`src/rtl/mem_arb_pkg.sv`:
```
// Shared definitions for the two-port memory arbiter.
//   arb_state_t : arbiter FSM states (IDLE -> ACCESS -> RESP -> IDLE)
//   ADDR_W_DEF  : default byte-address width (64-byte memory)
//   DATA_W_DEF  : default word width (big-endian 16-bit words)
//   NUM_PORTS   : number of requesters
package mem_arb_pkg;

  typedef enum logic [1:0] {
    IDLE   = 2'd0,
    ACCESS = 2'd1,
    RESP   = 2'd2
  } arb_state_t;

  localparam int ADDR_W_DEF = 6;
  localparam int DATA_W_DEF = 16;
  localparam int NUM_PORTS  = 2;

endpackage

```
`src/rtl/mem_arbiter_rr_pick2.sv`:
```
// Combinational two-requester round-robin selector.
//   req[1:0] : active requests
//   last     : port granted most recently
//   winner   : selected port (meaningful only when valid=1)
//   valid    : at least one request is present
module rr_pick2 (
  input  logic [1:0] req,
  input  logic       last,
  output logic       winner,
  output logic       valid
);

  always_comb begin
    valid  = |req;
    // A single requester wins outright; on a tie the port that was not
    // granted last goes next.
    winner = req[1];
    if (req == 2'b11) begin
      winner = ~last;
    end
  end

endmodule

```
`src/rtl/mem_arbiter.sv`:
```
// Two-port round-robin arbiter in front of a shared byte-addressed memory.
// Each access takes three cycles: IDLE (request sampled), ACCESS (grant
// pulse, memory strobe), RESP (done/err pulse, read data already captured).
//   clock, reset                 : clock, async active-high reset
//   req/we/addr/wdata 0 and 1    : requester inputs, held until grant
//   gnt/done/err/rdata 0 and 1   : per-port handshake pulses and read word
//   mem_addr/mem_wdata           : latched access address and write word
//   mem_read/mem_write           : one-cycle strobes during ACCESS
//   mem_rdata                    : combinational read word from the memory
module mem_arbiter
  import mem_arb_pkg::*;
#(
  parameter int ADDR_W = ADDR_W_DEF,
  parameter int DATA_W = DATA_W_DEF
) (
  input  logic              clock,
  input  logic              reset,
  input  logic              req0,
  input  logic              we0,
  input  logic [ADDR_W-1:0] addr0,
  input  logic [DATA_W-1:0] wdata0,
  input  logic              req1,
  input  logic              we1,
  input  logic [ADDR_W-1:0] addr1,
  input  logic [DATA_W-1:0] wdata1,
  output logic              gnt0,
  output logic              done0,
  output logic              err0,
  output logic [DATA_W-1:0] rdata0,
  output logic              gnt1,
  output logic              done1,
  output logic              err1,
  output logic [DATA_W-1:0] rdata1,
  output logic [ADDR_W-1:0] mem_addr,
  output logic [DATA_W-1:0] mem_wdata,
  output logic              mem_read,
  output logic              mem_write,
  input  logic [DATA_W-1:0] mem_rdata
);

  arb_state_t              state_reg;
  logic                    last_reg;
  logic                    port_reg;
  logic                    we_reg;
  logic [ADDR_W-1:0]       addr_reg;
  logic [DATA_W-1:0]       wdata_reg;
  logic                    mem_read_reg;
  logic                    mem_write_reg;
  logic [NUM_PORTS-1:0]    gnt_reg;
  logic [NUM_PORTS-1:0]    done_reg;
  logic [NUM_PORTS-1:0]    err_reg;
  logic [DATA_W-1:0]       rdata_reg [NUM_PORTS];

  logic                    pick_winner;
  logic                    pick_valid;
  logic                    sel_we;
  logic [ADDR_W-1:0]       sel_addr;
  logic [DATA_W-1:0]       sel_wdata;

  rr_pick2 u_pick (
    .req    ({req1, req0}),
    .last   (last_reg),
    .winner (pick_winner),
    .valid  (pick_valid)
  );

  assign sel_we    = pick_winner ? we1    : we0;
  assign sel_addr  = pick_winner ? addr1  : addr0;
  assign sel_wdata = pick_winner ? wdata1 : wdata0;

  always_ff @(posedge clock or posedge reset) begin
    if (reset) begin
      state_reg     <= IDLE;
      last_reg      <= 1'b1;
      port_reg      <= 1'b0;
      we_reg        <= 1'b0;
      addr_reg      <= '0;
      wdata_reg     <= '0;
      mem_read_reg  <= 1'b0;
      mem_write_reg <= 1'b0;
      gnt_reg       <= '0;
      done_reg      <= '0;
      err_reg       <= '0;
      rdata_reg[0]  <= '0;
      rdata_reg[1]  <= '0;
    end else begin
      // All handshake outputs and memory strobes are single-cycle pulses.
      gnt_reg       <= '0;
      done_reg      <= '0;
      err_reg       <= '0;
      mem_read_reg  <= 1'b0;
      mem_write_reg <= 1'b0;
      case (state_reg)
        IDLE: begin
          if (pick_valid) begin
            state_reg              <= ACCESS;
            last_reg               <= pick_winner;
            port_reg               <= pick_winner;
            we_reg                 <= sel_we;
            addr_reg               <= sel_addr;
            wdata_reg              <= sel_wdata;
            gnt_reg[pick_winner]   <= 1'b1;
            // Odd addresses are misaligned: the memory is never strobed.
            mem_read_reg           <= ~sel_we & ~sel_addr[0];
            mem_write_reg          <= sel_we & ~sel_addr[0];
          end
        end
        ACCESS: begin
          state_reg          <= RESP;
          done_reg[port_reg] <= 1'b1;
          err_reg[port_reg]  <= addr_reg[0];
          if (!we_reg && !addr_reg[0]) begin
            rdata_reg[port_reg] <= mem_rdata;
          end
        end
        RESP: begin
          state_reg <= IDLE;
        end
        default: begin
          state_reg <= IDLE;
        end
      endcase
    end
  end

  assign gnt0      = gnt_reg[0];
  assign gnt1      = gnt_reg[1];
  assign done0     = done_reg[0];
  assign done1     = done_reg[1];
  assign err0      = err_reg[0];
  assign err1      = err_reg[1];
  assign rdata0    = rdata_reg[0];
  assign rdata1    = rdata_reg[1];
  assign mem_addr  = addr_reg;
  assign mem_wdata = wdata_reg;
  assign mem_read  = mem_read_reg;
  assign mem_write = mem_write_reg;

endmodule
```
`config.mk`:
```
export PLATFORM = sky130hd
export DESIGN_NAME = mem_arbiter
export DESIGN_NICKNAME = d
export VERILOG_FILES = /design/src/rtl/mem_arb_pkg.sv /design/src/rtl/mem_arbiter_rr_pick2.sv /design/src/rtl/mem_arbiter.sv
export SDC_FILE = /design/constraint.sdc
export NUM_CORES = 1
export LEC_CHECK = 0
export BUFFER_PORTS_ARGS = -buffer_cell sky130_fd_sc_hd__clkbuf_2
export CAP_MARGIN = 10
export CORE_AREA = 2 2 83 85
export CTS_BUF_LIST = sky130_fd_sc_hd__clkbuf_4 sky130_fd_sc_hd__clkbuf_8
export CTS_CLUSTER_SIZE = 14
export DETAILED_ROUTE_END_ITERATION = 8
export DIE_AREA = 0 0 85 87
export PLACE_DENSITY = 0.79
export SYNTH_ARGS = -nofsm -noshare
export SYNTH_HDL_FRONTEND = slang
export SYNTH_HIERARCHICAL = 1
export SYNTH_SLANG_ARGS = --single-unit
```
`constraint.sdc`:
```
create_clock -name clock -period 1.65 [get_ports clock]
set_clock_uncertainty 0.05 [all_clocks]
set_input_delay 0 -clock clock [delete_from_list [all_inputs] [get_ports clock]]
set_output_delay 0 -clock clock [all_outputs]
set_load 0.03 [all_outputs]
```
==> qor_table.md, run 1 <==
| Item | This run |
|---|---|
| Final weighted congestion of routability-driven global placement | 0.707 |
| DIE HEIGHT | 87 µm |
| Total iterations of the first detailed-routing run | 4 |
| Row count | 30 |
| CTS tree | done |
| Final Slew Violations | 0 |
| Number of top-level pins | 128 |
| Number of antenna violations at the first check in global routing | 0 |
| Critical setup path kind | reg -> reg |
| Slew @ Worst Pin | 536 ps |
| Total Nets Final | 479 |
| Worst-case reg-to-reg path depth | 4 |
| Wirelength, routed | 7000 µm |
| Hold_ws | 86.4 ps |
| Crit path required time | 1820 ps |
| Max VDD drop | 1.22 mV |
| Total power divided by cell area | 1820 nW/µm² |
| Largest fanout on the critical path | 4 |
| Biggest area contributors in the synthesized netlist | dfrtp_1 (61%), mux2_2 (13%), mux2i_1 (8.5%) |
| Buffer depth of the longest clock path | 2 |
| CP endpoint kind | register |
| Total setup violations reported at the end of the flow | 0 |
| Overall die area | 7400 µm² |
| Via count of the first global-routing pass | 2,417 |
| Instance area after placement | 3520 µm² |
| Final std cell area, no fill | 4360 µm² |
| Htree depth | 3 |
| Post-layout util | 66.3% |
| Yosys reg bits | 67 |
| # Max-Cap Violations | 0 |
| Starting Density | 41.2% |
| Setup TNS | 0 ps |
| Half-perimeter wire length after detailed placement | 4150 µm |
| Residual DRC | 0 |
| Synth top area share | 61.1% |
| Latest clock arrival within the worst-skew pair | 330 ps |
| Total GRT Usage | 19.7% |
| Clock-pin slew of the registers on the worst-case setup and hold paths | 70 ps |
| Syn Std Cell Area | 2700 µm² |
| Count of cell types in the netlist | 22 |
| Quantity of I/O buffers inserted on ports | 127 |
| Width of the chip | 85 µm |
| Number of clock sinks | 67 |
| HP Class | in -> reg |
| Inserted Diodes | 0 |
| Drt initial violations | 58 |
| Final critical-path share of the clock period | 93.9% |
| Highest clock frequency the design can meet | 0.646 GHz |
| Number of cells traversed by the worst hold path | 3 |
| Status | finished, final reports clean |
| Core area | 6570 µm² |
| DR vias/cell | 4.65 |
| Sequential area share after synthesis | 62.1% |
| Reported leakage power | 2.19 nW |
| Syn_nets | 273 |
| Mean instance size in the synthesized netlist | 13.1 µm² |
| Shortest clock period the worst path allows after layout | 1550 ps |
| Total vias in the final route | 2,317 |
| Cell taking the most area after synthesis | dfrtp_1 |
| Startpoint Class | register |
| Layout overhead on the synthesized area | 61.1% |
| WL/cell | 14.1 µm |
| Largest net degree at the start of global routing | 44 |
| Clock buffer count from CTS | 9 |
| Remaining global-route overflow | 0 |
| Clock root buffer | clkbuf_8 |
| Synthesized instance count | 207 |
| RSZ-0062 raised after global routing | yes |
| First-pass GRT wire length | 11,300 µm |
| Number of hold violations in the final report | 0 |
| ANT nets after route | 0 |
| Slew margin rel. | 64.3% |
| Yosys warnings | 6 |
| Crit path DAT | 1720 ps |
| Layout cells sized above 1 | 47.4% |
synthesized netlist by cell type:
master and n:
mux2_2 32, dfrtp_1 66, nand3_2 1, a21oi_1 24, mux2i_1 23, a21boi_1 1, nand2b_4 1, buf_6 2
nand2_1 2, nor4_4 1, clkbuf_1 2, buf_2 7, a32oi_1 1, nor2_1 32, inv_1 3, dfstp_2 1
and3_2 1, or2_1 1, nor3_1 1, inv_2 1, a21o_1 2, and2_1 2
kinds of logic (layout without fill, tap and decap cells):
group,after synthesis,count (layout),synth area share [%]
buffers and inverters,15,226,2.96
muxes,55,55,21.8
DFF,67,67,62.1
AOI/OAI and AO/OA,28,28,5.60
and+or+nand+nor,42,42,7.54
critical path, cell delays in order, from the launching register on:
cell      delay [ps]
dfrtp_1          380
nand2b_4         150
nor4_4           320
buf_4            210
mux2_2           330
layout make-up:
type                       instances  area [µm²]
clock inverter                     6        32.5
clock buffer                      10         131
timing repair buffer             206        1430
tap                               80         100
fill                             500        2210
multi-input combinational        125         961
inverter                           4        18.8
sequential                        67        1680
per-layer routing:
metal / wire [µm] / part of all wire [%] / track usage, % / vias up
li1: - / - / - / 1127
met1: 2620 / 38 / 21.5 / 1089
met2: 3840 / 55 / 36.5 / 85
met3: 362 / 5.2 / 4.27 / 16
met4: 167 / 2.4 / 9.24 / 0
met5: 0 / 0 / 0 / -
final timing paths:
path / endpoint / slack, ps / from
worst min register to register: rdata1[7] / 450 / rdata1[7]
worst max-delay path: rdata0[15] / 100 / state_reg[1]
max in group asynchronous: done_reg[1] / 860 / reset
worst min-delay path: gnt_reg[1] / 90 / req0
worst max register to register: rdata0[15] / 100 / state_reg[1]
min in group asynchronous: rdata0[2] / 220 / reset
report_power, final:
group	switching (mW)	internal [mW]
Clock	0.603	0.548
Sequential	0.446	2.42
Combinational	2.49	1.41
Total	3.54	4.38
placed cells by master (no fill, tap or decap), types with 2 or more instances in the layout:
| cell | synthesis | routed |
|---|---|---|
| clkbuf_2 | 0 | 127 |
| dfrtp_1 | 66 | 66 |
| dlygate4sd3_1 | 0 | 64 |
| nor2_1 | 32 | 32 |
| mux2_2 | 32 | 31 |
| a21oi_1 | 24 | 24 |
| mux2i_1 | 23 | 23 |
| buf_4 | 0 | 10 |
| clkbuf_8 | 0 | 9 |
| clkinv_2 | 0 | 5 |
| buf_12 | 0 | 3 |
| nand2_1 | 2 | 2 |
| inv_1 | 3 | 2 |
| and2_1 | 2 | 2 |
| clkinvlp_4 | 0 | 2 |
| a21o_1 | 2 | 2 |
| buf_6 | 2 | 2 |
stage by stage:
stage                     instances  total power [mW]  setup slack [ps]
after CTS                       496              7.91              28.5
final                           498              7.92               101
after global placement          416              6.51               101
after detailed placement        416              6.62              32.6
after floorplan                 207              5.44             -3.55
after global routing            498              8.40             -8.65
timing repair:
item,4_1_cts,5_1_grt
endpoints found under the hold margin,123,0
setup endpoints to repair,0,12
hold buffers,64,0
setup buffers,0,1
resized for setup,0,5
(Power assumes the default switching activity.)
==> run 2, diff against run 1 <==
--- a/config.mk
+++ b/config.mk
@@ -7,13 +7,12 @@
 export LEC_CHECK = 0
 export BUFFER_PORTS_ARGS = -buffer_cell sky130_fd_sc_hd__clkbuf_2
 export CAP_MARGIN = 10
-export CORE_AREA = 2 2 83 85
+export CORE_AREA = 5 5 86 88
 export CTS_BUF_LIST = sky130_fd_sc_hd__clkbuf_4 sky130_fd_sc_hd__clkbuf_8
 export CTS_CLUSTER_SIZE = 14
 export DETAILED_ROUTE_END_ITERATION = 8
-export DIE_AREA = 0 0 85 87
+export DIE_AREA = 0 0 91 93
 export PLACE_DENSITY = 0.79
 export SYNTH_ARGS = -nofsm -noshare
 export SYNTH_HDL_FRONTEND = slang
-export SYNTH_HIERARCHICAL = 1
 export SYNTH_SLANG_ARGS = --single-unit
==> run 2 against run 1 <==
Count of clock-buffer cells in the layout up 1. Non-clock buffer count down 7. Synthesized area increased by 0.56%. Critical path depth did not move. Sequential power rose by 2%. Maximum frequency decreased by 3.1%. Register-to-register slack worse by 50 ps. Synthesized cell count increased by 7.2%. Final cell count is 1.2% higher. Final area decreased by 0.98%.
==> qor_table.md, run 2 <==
| Item | This run |
|---|---|
| Startpoint Class | register |
| Number of top-level pins | 128 |
| Setup WS post-layout | 51.9 ps |
| Final Slew Violations | 0 |
| # Max-Cap Violations | 0 |
| Cell taking the most area after synthesis | dfrtp_1 |
| Status | finished, final reports clean |
| Latest clock arrival within the worst-skew pair | 330 ps |
| Syn Std Cell Area | 2720 µm² |
| WL/cell | 16.0 µm |
| Dpl ws | 47.8 ps |
| Crit path required time | 1810 ps |
| Sequential area share after synthesis | 61.7% |
| Int Pwr | 4.45 mW |
| Reported leakage power | 2.14 nW |
| Commonest non-fill, non-tap cell in the layout | clkbuf_2 |
| Part of the power in combinational logic | 49.2% |
| Count of cell types in the netlist | 29 |
| Final critical-path share of the clock period | 96.9% |
| Drt initial violations | 62 |
| Slew @ Worst Pin | 481 ps |
| Layout cells sized above 1 | 46.2% |
| Largest net degree at the start of global routing | 48 |
| Clock buffer count from CTS | 9 |
| Biggest area contributors in the synthesized netlist | dfrtp_1 (61%), mux2_2 (13%), nand2_1 (5.4%) |
| Htree depth | 3 |
| Synthesized instance count | 222 |
| Total setup violations reported at the end of the flow | 0 |
| Fillers | 481 |
| Leading cell type by number of instances after synthesis | dfrtp_1 |
| FFs w/ async S/R, synth | 100% |
| Buffer depth of the longest clock path | 2 |
| Instance area after placement | 3500 µm² |
| Shortest clock period the worst path allows after layout | 1600 ps |
| Crit path DAT | 1760 ps |
| ANT nets after route | 0 |
| Width of the chip | 91 µm |
| HP Class | in -> reg |
| Hold_ws | 19.6 ps |
| Largest fanout on the critical path | 16 |
| Clock-pin slew of the registers on the worst-case setup and hold paths | 70 ps |
| Setup TNS | 0 ps |
| Share of total power in sequential cells | 36.0% |
| Max VDD drop | 1.34 mV |
| List of most frequent post-synthesis cells | dfrtp_1 (66), nand2_1 (39), mux2_2 (32) |
| Via count of the first global-routing pass | 2,803 |
| Critical setup path kind | reg -> reg |
| RSZ-0062 raised after global routing | yes |
| Total power divided by cell area | 1880 nW/µm² |
| Overall die area | 8460 µm² |
| Row count | 30 |
| Number of hold violations in the final report | 0 |
| Predominant post-synthesis flop cell | dfrtp_1 |
| Clock root buffer | clkbuf_8 |
| Most frequent cells in the layout | clkbuf_2 (127), dfrtp_1 (66), dlygate4sd3_1 (63) |
| Final weighted congestion of routability-driven global placement | 0.705 |
| DIE HEIGHT | 93 µm |
| Post-layout util | 65.7% |
| Remaining global-route overflow | 0 |
| Total Nets Final | 485 |
| Inserted Diodes | 0 |
| Syn_nets | 288 |
| First-pass GRT wire length | 13,500 µm |
| Clock share of power | 14.8% |
| Residual DRC | 0 |
| Yosys warnings | 0 |
| Quantity of I/O buffers inserted on ports | 127 |
| CTS tree | done |
| Count of flip-flops with a built-in enable after synthesis | 0 |
| Total vias in the final route | 2,560 |
| Core area | 6570 µm² |
| Layout overhead on the synthesized area | 58.6% |
| Total GRT Usage | 19.8% |
| CP endpoint kind | register |
| Starting Density | 41.4% |
| Number of clock sinks | 67 |
| Slew margin rel. | 67.9% |
| Sw power | 3.67 mW |
| Synth top area share | 60.7% |
| Half-perimeter wire length after detailed placement | 5060 µm |
| Final std cell area, no fill | 4310 µm² |
| DR vias/cell | 5.08 |
| Mean instance size in the synthesized netlist | 12.2 µm² |
| Yosys reg bits | 67 |
| Wirelength, routed | 8050 µm |
| Highest clock frequency the design can meet | 0.626 GHz |
| Total iterations of the first detailed-routing run | 4 |
| Fraction of power spent switching nets | 45.2% |
| Number of antenna violations at the first check in global routing | 0 |
run 2: worst paths after layout:
check / from / endpoint / slack, ps / depth (start not counted)
worst max-delay path: state_reg[1] / rdata0[9] / 50 / 4
worst min-delay path: req0 / mem_addr[4] / 20 / 4
worst max register to register: state_reg[1] / rdata0[9] / 50 / 4
worst min register to register: rdata1[14] / rdata1[14] / 460 / 1
max in group asynchronous: reset / done_reg[1] / 790 / 4
min in group asynchronous: reset / mem_wdata[1] / 190 / 3
run 2: cell families after synthesis:
family	after synthesis	share of synthesized area (%)
AO/OA/AOI/OAI	48	11.0
multiplexers	32	13.3
buffers and inverters	16	3.27
AND/OR/NAND/NOR	59	10.7
flip-flops	67	61.7
run 2: critical path: stages, from the launching register on:
cell      delay [ps]
dfrtp_1          400
nand2b_4         170
nor4_4           320
buf_12           200
mux2_2           340
run 2: metrics by stage:
stage	power, mW	instances
CTS	8.16	504
global route	8.62	504
global placement	6.70	425
finish	8.12	504
detailed placement	6.83	425
floorplan	5.57	222
run 2: cell type report:
type	count	area, µm²	area share, %
Clock inverter	5	28.8	0.667
Multi-Input combinational cell	139	962	22.3
Sequential cell	67	1680	38.9
Tap cell	80	100	2.32
Timing Repair Buffer	199	1380	32.1
Clock buffer	11	145	3.37
Inverter	3	15.0	0.348
run 2: what timing repair did:
item,4_1_cts,5_1_grt
setup buffers,0,0
gates resized for setup,0,1
hold buffers,63,0
setup endpoints to repair,0,8
endpoints found under the hold margin,77,0
run 2: layer usage:
layer / global-route usage [%] / up-vias / part of all wire, %
met1: 21.1 / 1227 / 37
li1: - / 1178 / -
met5: 0 / - / 0
met2: 34.7 / 124 / 51
met3: 5.87 / 31 / 7.8
met4: 11.0 / 0 / 3.7
run 2: power by group through the flow:
stage	combinational (mW)	clock [mW]	sequential, mW
2_1_floorplan	1.26	0	4.31
3_3_place_gp	3.79	0	2.90
3_5_place_dp	3.90	0	2.94
4_1_cts	4.00	1.24	2.92
5_1_grt	4.29	1.32	3.02
6_report	3.99	1.20	2.92
